[src/rtl/dac_driver.sv]
// LUT-driven DAC pulse generator: GPIO-programmed 16-bit code table, one value in -> pulse_len code words then gap_len zero words.
// First code word is presented two cycles after acceptance; m_axis_tready low freezes tdata and all counters, val_ready only in IDLE.
module dac_driver #(
    parameter int num_bits    = 8,
    parameter int lut_idx_reg = 5,
    parameter int lut_lo_reg  = 6,
    parameter int lut_hi_reg  = 7,
    parameter int pulse_reg   = 8,
    parameter int ctrl_reg    = 9
) (
    input  logic                clk,
    input  logic                rst,
    input  logic [31:0]         gpio_in,
    input  logic [num_bits-1:0] val_in,
    input  logic                val_valid,
    output logic                val_ready,
    output logic [127:0]        m_axis_tdata,
    output logic                m_axis_tvalid,
    input  logic                m_axis_tready,
    output logic                busy
);

    typedef enum logic [1:0] {
        IDLE   = 2'd0,
        LOOKUP = 2'd1,
        PULSE  = 2'd2,
        GAP    = 2'd3
    } state_t;

    localparam logic [num_bits-1:0] LP_IDX_ONE = num_bits'(1);

    state_t              r_state;
    state_t              w_state_nxt;

    logic [31:0]         r_gpio_s1;
    logic [31:0]         r_gpio_s2;
    logic                r_wclk_d;

    logic [num_bits-1:0] r_lut_idx;
    logic [7:0]          r_lo;
    logic                r_enable;
    logic [3:0]          r_pulse_len;
    logic [3:0]          r_gap_len;

    logic [num_bits-1:0] r_val;
    logic [15:0]         r_lut [2**num_bits];
    logic [15:0]         r_code;
    logic [3:0]          r_cnt;
    logic [3:0]          r_gap;
    logic                r_busy;
    logic                r_tvalid;

    logic                w_wr;
    logic [15:0]         w_addr;
    logic [7:0]          w_data;
    logic                w_wr_hi;
    logic                w_accept;
    logic                w_xfer;
    logic                w_unused_bits;

    always_ff @(posedge clk or negedge rst) begin
        if (!rst) begin
            r_gpio_s1 <= '0;
            r_gpio_s2 <= '0;
            r_wclk_d  <= 1'b0;
        end else begin
            r_gpio_s1 <= gpio_in;
            r_gpio_s2 <= r_gpio_s1;
            r_wclk_d  <= r_gpio_s2[24];
        end
    end

    assign w_wr          = r_gpio_s2[24] & ~r_wclk_d;
    assign w_addr        = r_gpio_s2[15:0];
    assign w_data        = r_gpio_s2[23:16];
    assign w_wr_hi       = w_wr && (w_addr == 16'(lut_hi_reg));
    assign w_unused_bits = ^r_gpio_s2[31:25];

    always_ff @(posedge clk or negedge rst) begin
        if (!rst) begin
            r_lut_idx   <= '0;
            r_lo        <= '0;
            r_enable    <= 1'b0;
            r_pulse_len <= 4'd1;
            r_gap_len   <= 4'd0;
        end else if (w_wr) begin
            if (w_addr == 16'(lut_idx_reg)) r_lut_idx <= num_bits'(w_data);
            if (w_addr == 16'(lut_lo_reg))  r_lo      <= w_data;
            if (w_wr_hi)                    r_lut_idx <= r_lut_idx + LP_IDX_ONE;
            if (w_addr == 16'(pulse_reg)) begin
                r_pulse_len <= w_data[3:0];
                r_gap_len   <= w_data[7:4];
            end
            if (w_addr == 16'(ctrl_reg))    r_enable  <= w_data[0];
        end
    end

    // Table RAM: the LOOKUP read sees the pre-write contents on a same-entry collision.
    always_ff @(posedge clk) begin
        if (w_wr_hi) r_lut[r_lut_idx] <= {w_data, r_lo};
        if (r_state == LOOKUP) r_code <= r_lut[r_val];
    end

    assign w_accept = (r_state == IDLE) && r_enable && val_valid;
    assign w_xfer   = r_tvalid && m_axis_tready;

    always_ff @(posedge clk or negedge rst) begin
        if (!rst) r_state <= IDLE;
        else      r_state <= w_state_nxt;
    end

    always_comb begin
        w_state_nxt  = r_state;
        val_ready    = 1'b0;
        m_axis_tdata = '0;
        case (r_state)
            IDLE: begin
                val_ready = r_enable;
                if (w_accept) w_state_nxt = LOOKUP;
            end
            LOOKUP: w_state_nxt = PULSE;
            PULSE: begin
                m_axis_tdata = {8{r_code}};
                if (w_xfer && (r_cnt == 4'd1)) w_state_nxt = (r_gap == 4'd0) ? IDLE : GAP;
            end
            GAP: begin
                if (w_xfer && (r_cnt == 4'd1)) w_state_nxt = IDLE;
            end
            default: w_state_nxt = IDLE;
        endcase
    end

    // Pulse and gap length are frozen at LOOKUP so mid-pulse reprogramming waits for the next value.
    always_ff @(posedge clk or negedge rst) begin
        if (!rst) begin
            r_val    <= '0;
            r_cnt    <= '0;
            r_gap    <= '0;
            r_busy   <= 1'b0;
            r_tvalid <= 1'b0;
        end else begin
            r_tvalid <= 1'b1;
            r_busy   <= (w_state_nxt != IDLE);
            if (w_accept) r_val <= val_in;
            case (r_state)
                LOOKUP: begin
                    r_cnt <= (r_pulse_len == 4'd0) ? 4'd1 : r_pulse_len;
                    r_gap <= r_gap_len;
                end
                PULSE: begin
                    if (w_xfer) r_cnt <= (r_cnt == 4'd1) ? r_gap : r_cnt - 4'd1;
                end
                GAP: begin
                    if (w_xfer) r_cnt <= r_cnt - 4'd1;
                end
                default: ;
            endcase
        end
    end

    assign busy          = r_busy;
    assign m_axis_tvalid = r_tvalid;

endmodule

[config.mk]
export PLATFORM = sky130hd
export DESIGN_NAME = dac_driver
export DESIGN_NICKNAME = d
export VERILOG_FILES = /design/src/rtl/dac_driver.sv
export SDC_FILE = /design/constraint.sdc
export NUM_CORES = 2
export LEC_CHECK = 0
export ABC_AREA = 1
export BUFFER_PORTS_ARGS = -buffer_cell sky130_fd_sc_hd__buf_2
export CORE_ASPECT_RATIO = 1.5
export CORE_MARGIN = 5
export CORE_UTILIZATION = 30
export DETAILED_ROUTE_END_ITERATION = 7
export PLACE_DENSITY = 0.51
export SETUP_SLACK_MARGIN = 0.02
export SYNTH_ARGS = -nofsm -noshare
export SYNTH_HDL_FRONTEND = slang
export SYNTH_SLANG_ARGS = --single-unit
[constraint.sdc]
create_clock -name clk -period 4.2 [get_ports clk]
set_input_delay 0.84 -clock clk [delete_from_list [all_inputs] [get_ports clk]]
set_output_delay 0.84 -clock clk [all_outputs]
set_load 0.01 [all_outputs]
-- Word-level counts from Yosys, hierarchy flattened
Memory sizes are Yosys's and may differ from the RTL's. A register that Yosys moved wholly into a read port is not among the register bits.
Cells that the tools add are included.
- output and inout bits: 131
- memories kept: 1
- flip-flop bits (word level): 96
- input port bits: 44
- bits in writable memories: 4096
- add/sub/neg operators: 2
- equality and inequality tests: 11
- bitwise gates (word level): 2
- muxes and demuxes: 16
- reduce and logical (&&, ||, !) cells: 16
- memory list (name ; words ; bits a word ; read ports ; clocked after memory_dff ; write ports ; RTL line ; text):
    r_lut ; 256 ; 16 ; 1 ; 1 ; 1 ; 46 ; logic [15:0] r_lut [2**num_bits];
- operators with widths (cell ; number):
    2-to-1 mux 128 bit ; 1
    == test 16 x 3 -> 1 bit, second input constant ; 3
    == test 16 x 4 -> 1 bit, second input constant ; 2
    2-to-1 mux 4 bit ; 4
    2-to-1 mux 8 bit ; 2
    case mux 4 bit (3 select lines) ; 1
    adder 8 x 1 -> 8 bit, second input constant ; 1
    logical NOT 4 bit ; 2
    2-to-1 mux 2 bit ; 4
    case mux 2 bit (4 select lines) ; 1
    AND reduction 2 bit ; 4
    logical AND 1 bit ; 5
    == test 2 bit, second input constant ; 2
    == test 4 x 1 -> 1 bit, second input constant ; 1
    inequality test 2 bit, second input constant ; 2
    nonzero test 2 bit ; 2
    subtractor 4 x 1 -> 4 bit, second input constant ; 1
    2-to-1 mux 1 bit ; 3
    AND reduction 3 bit ; 1
    nonzero test 3 bit ; 1
    == test 2 x 1 -> 1 bit, second input constant ; 1
    logical NOT 2 bit ; 1
    AND 1 bit ; 1
    NOT 1 bit ; 1

-- Depth between registers and ports, before layout
- word-level depth: 6
- depth in mapped cells: 15
- gate-level depth less buffers: 11

-- Worst setup path before layout
No wires, ideal clock.
- path type: reg-to-reg
- start: reg r_gpio_s2[16]
- end: mem r_lut[0][8], data pin
- setup time: 0.810 ns
- data required time: 3.390 ns
- setup slack: 0.178 ns
- arrival time: 3.212 ns
- cell stages (with the launch flop): 1
- period minus slack after synthesis: 4.022 ns
- buffers on the path: 0
- cells stage by stage: dfrtp_1
- RTL lines (what ; RTL line ; text):
    start: declaration ; 36 ; logic [31:0] r_gpio_s2;
    start signal: assignment ; 68 ; r_gpio_s2 <= r_gpio_s1;
    end: declaration ; 46 ;
Straight into the memory's write port.

-- Worst setup path in the final report
- start: reg r_state[1]
- end: out m_axis_tdata[71]
- cells in the longest elaborated chain, start to end: 2
- RTL lines (what ; RTL line ; text):
    start: declaration ; 32 ; state_t r_state;
    start signal: assignment ; 109 ; else r_state <= w_state_nxt;
    == test 2 bit ; 116 ; case (r_state)
    2-to-1 mux 128 bit ; 116 ;
    end: declaration ; 17 ; output logic [127:0] m_axis_tdata,
No other way between the ends.

==> qor.yml <==
status: "finished with violations"
violations: "DRC"
synth-edff-count: 4112
core_sq_mm: 0.564
route.detailed.drc: 6
p_leak_nw: 68.9
cts_buffers: 368
drt_iter0_markers: 10500
synthCells: 14000
setup_violations: 0
overflow: 0
clockRootBuffer: "clkbuf_16"
async_flop_share: 0.0228
maxCapViolCount: 0
cts_tree: "yes"
holdCritPathClass: "in2reg"
use_met2: 0.312
arrival_ns: 3.21
post-place-ws_ns: 0.432
syn-num-nets: 14100
grt_max_degree: 132
drt_pass1_iterations: 8
drive_above_1_share: 0.0957
place_congestion: 0.886
hp-start: "val_in[6]"
use_met1: 0.210
worstPathRequired_ns: 3.36
antenna_left: 0
n_fill_cell: 55400
drt_wl_total_um: 532000
place_hpwl_um: 314000
rrSetupSlack_ns: 0.17
startpoint_type: "register"
rr_worst_depth: 13
die_h_um: 931
yosysWarnings: 0
yosysUniqueCellTypes: 39
rsz0062_at_grt: "true"
viasPerCell: 4.95
min_period_ns: 4.05
ir_drop_uv: 309
synth_area_sq_mm: 0.170
syn_avg_cell_area_sq_um: 12.1
die_area_sq_mm: 0.581
yosys_most_used_dff: "edfxtp_1"
clock_skew_ns: 0.0424
cts.sinks: 4208
setup_ws_ns: 0.153
finalHoldViolations: 0
ioPinCount: 175
crit_fanout: 19
htree_levels: 5
slew_violations: 0
areaGrowthSynthToFinish_pct: 13.9
worst_setup_path_end_kind: "primary output"
critical_path_class: "reg2out"
r2r_end: "r_code[0]$_DFFE_PP_"
final_util: 0.342
setup_tns_ns: 0
min_to: "r_val[6]$_DFFE_PN0P_"
path_clk_slew_ns: 0.07
relSlewSlack: 0.0376
period_share: 0.964
cts.path.max_buffers: 4
die_x_um: 624
regToRegStartpoint: "r_val[0]$_DFFE_PN0P_"
worst_slew_pin_slew_ns: 1.44
power_mw: 81.5
busiest_layer: "met2"
p_per_area_mw_per_mm2: 422
max_freq_mhz: 247
grt_pass1_vias: 104000
antenna_found_initial: 14
instances_no_fill: 22000
grt_pass1_wl_um: 760000
grtUsageTotal: 0.177
dp.cells: 21300
hold_depth: 3
wire_per_inst_um: 24.2
synth_seq_cells: 4208
clk_latency_ns: 0.97
nNetsFinal: 14200
vias: 109000
synth_seq_area_share: 0.742
port_buffers: 167
start_util: 0.301
grtUsageMet3: 0.0187
core.rowCount: 338
## state kept, by name (all words and copies together) (netlist names)
signal,flops
busy,1
r_lut,4096
r_wclk_d,1
r_lo,8
r_val,8
r_gpio_s2,25
r_enable,1
r_code,16
r_lut_idx,8
r_cnt,4
r_gpio_s1,25
r_gap,4
m_axis_tvalid,1
r_gap_len,4
r_state,2
r_pulse_len,4
## cell families (layout without fill, tap and decap cells)
| family | after synthesis | count (layout) | synth area share |
|---|---|---|---|
| DFF | 4208 | 4208 | 0.742 |
| other | 1 | 12 | 0.0000221 |
| buffers and inverters | 1119 | 1560 | 0.0333 |
| AOI/OAI and AO/OA | 52 | 52 | 0.00178 |
| and+or+nand+nor | 8633 | 8633 | 0.222 |
| adders and majority gates | 6 | 6 | 0.000443 |
| xor gates and xnor gates | 3 | 3 | 0.000155 |
## placed cells by master (no fill, tap or decap), types with 5 or more instances in the layout
cell           instances
nand2_1             4250
edfxtp_1            4112
nand3_1             4044
buf_4                504
clkbuf_16            379
nor2_1               293
buf_2                166
buf_12               135
clkbuf_1              88
dfrtp_1               73
clkinv_1              68
clkinv_2              63
inv_1                 55
bufinv_16             34
dlygate4sd3_1         26
o21ai_0               24
dfrtp_4               22
nor2_2                16
a21oi_1               12
clkinvlp_4            12
diode_2               11
inv_6                 10
clkbuf_8               9
nand2_4                7
ha_1                   6
nand2_2                5
o221ai_1               5
## Yosys cell counts (4+ instances only)
cell type | n | area share
buf_6 | 9 | 0.00060
inv_1 | 57 | 0.0013
buf_1 | 94 | 0.0021
nor2_2 | 11 | 0.00041
buf_2 | 538 | 0.016
o221ai_1 | 5 | 0.00026
clkbuf_1 | 227 | 0.0050
dfrtp_1 | 95 | 0.014
a21oi_1 | 12 | 0.00035
buf_4 | 185 | 0.0082
nand2_1 | 4259 | 0.094
nor2_1 | 298 | 0.0066
nand3_1 | 4044 | 0.12
edfxtp_1 | 4112 | 0.73
ha_1 | 6 | 0.00044
a211oi_1 | 4 | 0.00018
o21ai_0 | 24 | 0.00071
## final cells by class
type                    instances  area [sq um]  share of cell area
clock buffers                 476          9940              0.0515
multi-input cells            8695         38100               0.197
repair buffers                831          7580              0.0392
well taps                    7480          9360              0.0485
diodes                         11          27.5            0.000143
inverters                      66           305             0.00158
flip-flops and latches       4208        126000               0.652
clock inverters               187          1810             0.00935
## per-layer routing
| layer | part of all wire | wire length (um) |
|---|---|---|
| met1 | 0.38 | 203000 |
| met2 | 0.51 | 270000 |
| met3 | 0.047 | 24700 |
| met4 | 0.063 | 33600 |
| met5 | 0.000038 | 20 |
## worst max path at each step
stage | start | endpoint
finish | r_state[1]$_DFF_PN0_ | m_axis_tdata[71]
global route | r_state[1]$_DFF_PN0_ | m_axis_tdata[11]
CTS | r_state[1]$_DFF_PN0_ | m_axis_tdata[41]
detailed placement | r_val[0]$_DFFE_PN0P_ | r_code[12]$_DFFE_PP_
global placement | r_val[0]$_DFFE_PN0P_ | r_code[0]$_DFFE_PP_
floorplan | r_gpio_s2[16]$_DFF_PN0_ | r_lut[0][8]$_DFFE_PP_
## power breakdown
group	leakage (nW)	switching, mW	internal, mW	total [mW]
clock	5.73	15.4	18.8	34.2
sequential	43.5	0.141	45.8	45.9
combinational	19.7	1.05	0.405	1.45
## critical path, stage by stage (launching register included)
cell	delay (ns)
dfrtp_1	0.49
inv_1	0.17
nor2_1	0.19
clkinv_1	0.50
nor2_1	0.66
buf_2	0.24
## repair_timing
item / in CTS / in global routing
setup endpoints to repair: 0 / 48
resized for setup: 0 / 1
hold buffers: 26 / 0
endpoints found under the hold margin: 88 / 0
buffers inserted: 0 / 0
## per-stage QoR
step           instance area (sq um)  hold WS (ns)
2_1_floorplan                 170000         0.331
3_3_place_gp                  181000         0.333
3_5_place_dp                  181000         0.335
4_1_cts                       193000        0.0751
5_1_grt                       193000         0.139
6_report                      193000         0.159
Power figures use the tool's default switching activity.
